### src/rtl/pow_seq_unit.sv
// Sequential square-and-multiply integer power unit (base ** exp mod 2^WIDTH) with valid/ready handshakes.
// Optional macro POW_SEQ_UNIT_UNDEF_FLAG_EN adds out_undef, flagging 0 ** negative exponent.
module pow_seq_unit #(
  parameter int WIDTH  = 8,
  parameter bit SIGNED = 1'b1
) (
  input  logic             clk,
  input  logic             resetn,
  input  logic             in_valid,
  output logic             in_ready,
  input  logic [WIDTH-1:0] in_base,
  input  logic [WIDTH-1:0] in_exp,
  output logic             out_valid,
  input  logic             out_ready,
  output logic [WIDTH-1:0] out_result
`ifdef POW_SEQ_UNIT_UNDEF_FLAG_EN
  ,
  output logic             out_undef
`endif
);

  localparam int IDX_W = $clog2(WIDTH);

  typedef enum logic [1:0] {IDLE, CALC, DONE} state_t;

  state_t           r_state;
  state_t           w_state_nxt;
  logic [WIDTH-1:0] r_base;
  logic [WIDTH-1:0] r_exp;
  logic [WIDTH-1:0] r_acc;
  logic [WIDTH-1:0] r_result;
  logic [IDX_W-1:0] r_idx;
  logic             w_accept;
  logic             w_neg_exp;
  logic             w_last;
  logic [WIDTH-1:0] w_special;
  logic [WIDTH-1:0] w_sq;
  logic [WIDTH-1:0] w_mul;
  logic [WIDTH-1:0] w_acc_nxt;

  assign w_accept  = in_valid && (r_state == IDLE);
  assign w_neg_exp = SIGNED && in_exp[WIDTH-1];
  assign w_last    = (r_idx == '0);

  // Products are evaluated in a WIDTH-bit context, so only the low bits survive.
  assign w_sq      = r_acc * r_acc;
  assign w_mul     = w_sq * r_base;
  assign w_acc_nxt = r_exp[r_idx] ? w_mul : w_sq;

  always_comb begin
    w_special = '0;
    if (in_base == WIDTH'(1))
      w_special = WIDTH'(1);
    else if (&in_base)
      w_special = in_exp[0] ? '1 : WIDTH'(1);
  end

  always_ff @(posedge clk or negedge resetn) begin
    if (!resetn)
      r_state <= IDLE;
    else
      r_state <= w_state_nxt;
  end

  always_comb begin
    w_state_nxt = r_state;
    in_ready    = 1'b0;
    out_valid   = 1'b0;
    case (r_state)
      IDLE: begin
        in_ready = 1'b1;
        if (in_valid)
          w_state_nxt = w_neg_exp ? DONE : CALC;
      end
      CALC: begin
        if (w_last)
          w_state_nxt = DONE;
      end
      DONE: begin
        out_valid = 1'b1;
        if (out_ready)
          w_state_nxt = IDLE;
      end
      default: w_state_nxt = IDLE;
    endcase
  end

  always_ff @(posedge clk or negedge resetn) begin
    if (!resetn) begin
      r_base   <= '0;
      r_exp    <= '0;
      r_acc    <= '0;
      r_idx    <= '0;
      r_result <= '0;
    end else if (w_accept) begin
      r_base <= in_base;
      r_exp  <= in_exp;
      r_acc  <= WIDTH'(1);
      r_idx  <= IDX_W'(WIDTH - 1);
      if (w_neg_exp)
        r_result <= w_special;
    end else if (r_state == CALC) begin
      r_acc <= w_acc_nxt;
      r_idx <= r_idx - 1'b1;
      if (w_last)
        r_result <= w_acc_nxt;
    end
  end

  assign out_result = r_result;

`ifdef POW_SEQ_UNIT_UNDEF_FLAG_EN
  logic r_undef;

  // Captured at acceptance and held until the next operation is taken.
  always_ff @(posedge clk or negedge resetn) begin
    if (!resetn)
      r_undef <= 1'b0;
    else if (w_accept)
      r_undef <= w_neg_exp && (in_base == '0);
  end

  assign out_undef = r_undef;
`endif

endmodule

### config.mk
export PLATFORM = sky130hd
export DESIGN_NAME = pow_seq_unit
export DESIGN_NICKNAME = d
export VERILOG_FILES = /design/src/rtl/pow_seq_unit.sv
export SDC_FILE = /design/constraint.sdc
export NUM_CORES = 1
export LEC_CHECK = 0
export ABC_CLOCK_PERIOD_IN_PS = 7400
export BUFFER_PORTS_ARGS = -buffer_cell sky130_fd_sc_hd__buf_4
export CAP_MARGIN = 20
export CORE_MARGIN = 2
export CORE_UTILIZATION = 30
export CTS_BUF_LIST = sky130_fd_sc_hd__clkbuf_4 sky130_fd_sc_hd__clkbuf_8
export CTS_CLUSTER_SIZE = 28
export DETAILED_ROUTE_END_ITERATION = 8
export RECOVER_POWER = 25
export SLEW_MARGIN = 20
export SYNTH_ARGS = -nofsm -noshare
export SYNTH_HDL_FRONTEND = slang
export SYNTH_SLANG_ARGS = --single-unit
### constraint.sdc
create_clock -name clk -period 7.4 [get_ports clk]
set_input_delay 1.11 -clock clk [delete_from_list [all_inputs] [get_ports clk]]
set_output_delay 1.11 -clock clk [all_outputs]
set_load 0.05 [all_outputs]
==> metrics.md <==
| Metric | Value |
|---|---|
| Outcome | `finished with violations` |
| Violated checks | `capacitance limit, slew limit` |
| GRT Util Overall | `12.7%` |
| Fraction of layout cells with a size suffix above 1 | `12.5%` |
| Critical Path Sink Type | `flop` |
| Post-CTS setup buffer count | `0` |
| Drt first pass iters | `4` |
| ANT nets after route | `0` |
| Worst min-delay path startpoint | `r_exp[0]` |
| Data arrival time of the critical path | `between 7 and 8 ns` |
| Total power divided by cell area | `between 400 and 500 mW/mm2` |
| Required time at the endpoint of the critical path | `about 7.6 ns` |
| Post-CTS clock slew at the launch and capture registers of the worst setup and hold paths | `approximately 0.070 ns` |
| Critical register-to-register path endpoint | `out_result[7]` |
| Netlist cell types | `38` |
| Clock buffer count from CTS | `5` |
| Nets in the synthesized netlist | `about 370` |
| Worst stage delay on the critical path | `roughly 0.52 ns` |
| Highest-delay cell along the critical path | `sky130_fd_sc_hd__fa_1` |
| Final count of pins violating max slew | `37` |
| Shortest period the worst path allows | `between 6 and 7 ns` |
| Post-synthesis cell count | `310` |
| Mean cell area of the mapped netlist | `between 9 and 10 um2` |
| Number of cell rows | `35` |
| Worst Setup Start Kind | `flop` |
| Upper clock frequency limit | `~0.15 GHz` |
| Vertical die dimension | `101 um` |
| Number of cells on the worst hold path | `2` |
| Endpoint with the worst hold slack | `r_exp[0]` |
| Total congestion overflow | `0` |
| Length in cells of the worst reg-to-reg path | `27` |
| Final HPWL DP | `~4600 um` |
| Share of Yosys cell area claimed by the top area cell type | `between 30% and 40%` |
| Skew-Pair Late Insertion Delay | `0.29 ns` |
| Worst Clk Skew | `approximately 0.0055 ns` |
| Detailed-route vias per instance | `about 4.6` |
| Share of the cycle needed by the critical path after routing | `92.2%` |
| Initial antenna violation count | `0` |
| Worst setup path category | `reg2reg` |
| CTS tree | `built` |
| Initial core utilization | `between 30 and 40%` |
| DR vias | `approximately 2100` |
| Setup TNS Final | `0 ns` |
| Post-synthesis sequential area ratio | `31.6%` |
| # nets final | `approximately 400` |
| Cell taking the most area after synthesis | `sky130_fd_sc_hd__dfrtp_1` |
| Remaining DRCs | `0` |
| Number of warnings printed during yosys synthesis | `0` |
| Detailed-route wire length | `a little under 6000 um` |
| Post-synth EDFFs | `0` |
| Measured slew at the worst slew-check pin | `1.91 ns` |
| Synthesized flop and latch total | `36` |
| Gp weighted congestion | `0.843` |
| Average wire per cell in the routed design | `around 13 um` |
| Maximum number of buffers from clock root to sink | `2` |
| Area of the die | `around 0.010 mm2` |
| Fin worst setup slack | `0.577 ns` |
| H-tree depth reported by CTS | `2` |
| Top cell types by occurrence after synthesis | `sky130_fd_sc_hd__nand2_1 (71), sky130_fd_sc_hd__dfrtp_1 (36), sky130_fd_sc_hd__and2_1 (28), sky130_fd_sc_hd__ha_1 (28), sky130_fd_sc_hd__inv_1 (24)` |
| Count of buffers from port buffering | `29` |
| Clk sink count | `36` |
| Final setup violation count | `0` |
| Total area of multi-input combinational cells | `0.00182 mm2` |
| Number of placed I/O pins | `30` |
| Leak | `about 1.7 nW` |
| Highest fanout seen on the critical path | `10` |
| Post-synth ARST share | `100%` |
| Area Growth Syn to Fin | `15.0%` |
| Die extent in x | `101 um` |
| Wire length of the first global-routing pass | `10400 um` |
| Count of maximum capacitance violations | `1` |
| Setup slack, reg-to-reg | `just under 0.6 ns` |
| Min-Delay Path Class | `reg2reg` |
| Library cell with the highest instance count after synthesis | `sky130_fd_sc_hd__nand2_1` |
| Number of hold-repair buffers added at the cts stage | `0` |
| Final-layout fill cell count | `between 900 and 1000` |
| Final hold violation count | `0` |
| Primary FF master, synth | `sky130_fd_sc_hd__dfrtp_1` |
| Unrepaired setup endpoints after global routing | `false` |
| Number of DRC markers after the initial detailed-route iteration | `63` |
| ANT cells | `0` |
| Cell at the root of the clock tree | `sky130_fd_sc_hd__clkbuf_8` |
| Largest net degree at the start of global routing | `37` |
| Worst relative slew slack | `-27.3%` |
| Critical register-to-register path startpoint | `r_acc[1]` |
| Netlist area before placement | `~0.0029 mm2` |
| Top cells by area in the synthesized netlist | `sky130_fd_sc_hd__dfrtp_1 (32%), sky130_fd_sc_hd__ha_1 (12%), sky130_fd_sc_hd__fa_1 (11%)` |
| Worst ir drop on vdd | `299 uV` |
| Vias in the first global route | `between 2000 and 2500` |
| Storage cell area | `901 um2` |
| Core Region | `0.00924 mm2` |
| Total of cells resized after clock tree synthesis | `0` |
| Placement-stage worst setup slack | `0.600 ns` |
## worst max path at each step
| stage | start | to | slack [ns] | cells after the start |
|---|---|---|---|---|
| after global placement | r_acc[2] | out_result[7] | 0.76 | 19 |
| after CTS | r_acc[1] | out_result[7] | 0.57 | 27 |
| after global routing | r_acc[1] | out_result[7] | 0.19 | 27 |
| after detailed placement | r_acc[1] | out_result[7] | 0.60 | 27 |
| final | r_acc[1] | out_result[7] | 0.58 | 27 |
| after floorplan | r_acc[1] | out_result[7] | 1.05 | 25 |
## power by group
part / internal, mW / switching, mW / leakage [nW]
logic: 0.482 / 0.637 / 1.25
clock network: 0.0676 / 0.0657 / 0.0445
registers: 0.289 / 0.0870 / 0.436
total: 0.838 / 0.790 / 1.73
## metrics by stage
| stage | power, mW | hold slack (ns) | utilization [%] | cell area, um2 | cells |
|---|---|---|---|---|---|
| final | 1.63 | 0.475 | 35.5 | 3280 | 466 |
| after global routing | 1.79 | 0.496 | 35.5 | 3280 | 466 |
| after CTS | 1.66 | 0.479 | 35.5 | 3280 | 466 |
| after detailed placement | 1.51 | 0.461 | 34.6 | 3200 | 459 |
| after global placement | 1.49 | 0.455 | 34.6 | 3200 | 459 |
| after floorplan | 1.23 | 0.438 | - | 2850 | 310 |
## flip-flops by register name, indices dropped and copies added (netlist names)
signal	count
r_base	8
r_acc	7
r_exp	8
out_result	8
r_idx	3
r_state	2
## layer usage
layer	wire, um	global-route usage (%)	vias to the layer above
met2	2940	21.8	26
met3	96	1.66	6
met5	0	0	-
met4	63	3.12	0
li1	-	-	1068
met1	2850	16.9	1042
## layout by cell type, fill, tap and decap left out, types with 2 or more instances in the layout
master                      n
sky130_fd_sc_hd__a21o_1     5
sky130_fd_sc_hd__a21oi_1    7
sky130_fd_sc_hd__a22oi_1    2
sky130_fd_sc_hd__a31oi_1    2
sky130_fd_sc_hd__and2_1    28
sky130_fd_sc_hd__and3_1     3
sky130_fd_sc_hd__and4_1     2
sky130_fd_sc_hd__buf_4     29
sky130_fd_sc_hd__clkbuf_8   5
sky130_fd_sc_hd__dfrtp_1   36
sky130_fd_sc_hd__fa_1      16
sky130_fd_sc_hd__ha_1      28
sky130_fd_sc_hd__inv_1     24
sky130_fd_sc_hd__mux2i_1    5
sky130_fd_sc_hd__mux4_2     2
sky130_fd_sc_hd__nand2_1   71
sky130_fd_sc_hd__nand2b_1   3
sky130_fd_sc_hd__nand3_1    8
sky130_fd_sc_hd__nor2_1    14
sky130_fd_sc_hd__nor2b_1    2
sky130_fd_sc_hd__o211ai_1   2
sky130_fd_sc_hd__o21ai_0    3
sky130_fd_sc_hd__o22a_1     5
sky130_fd_sc_hd__o31ai_1    2
sky130_fd_sc_hd__xnor2_1   14
sky130_fd_sc_hd__xor2_1     4
## critical path: cells and delay by family (launching register included)
family	cells	cell delay, ns
AOI/OAI and AO/OA	5	0.79
xor gates and xnor gates	5	1.33
adders and majority gates	9	3.32
buffers and inverters	5	0.24
DFF	1	0.46
muxes	1	0.22
and+or+nand+nor	2	0.36
## kinds of logic (layout without fill, tap and decap cells)
logic type | count (synthesis) | count (layout) | share of synthesized area [%]
xor gates and xnor gates | 20 | 20 | 6.89
AOI/OAI and AO/OA | 32 | 32 | 7.59
and+or+nand+nor | 137 | 137 | 22.6
buffers and inverters | 34 | 61 | 4.48
DFF | 36 | 36 | 31.6
muxes | 7 | 7 | 3.33
adders and majority gates | 44 | 44 | 23.5
## area by class of cell
cell class,count,share of cell area (%)
clock buffers,6,2.33
clock inverters,1,0.153
inverters,24,2.75
multi-input cells,240,55.6
flip-flops and latches,36,27.5
well taps,129,4.92
repair buffers,30,6.76
Note: power is estimated with default switching activity, not from simulation.
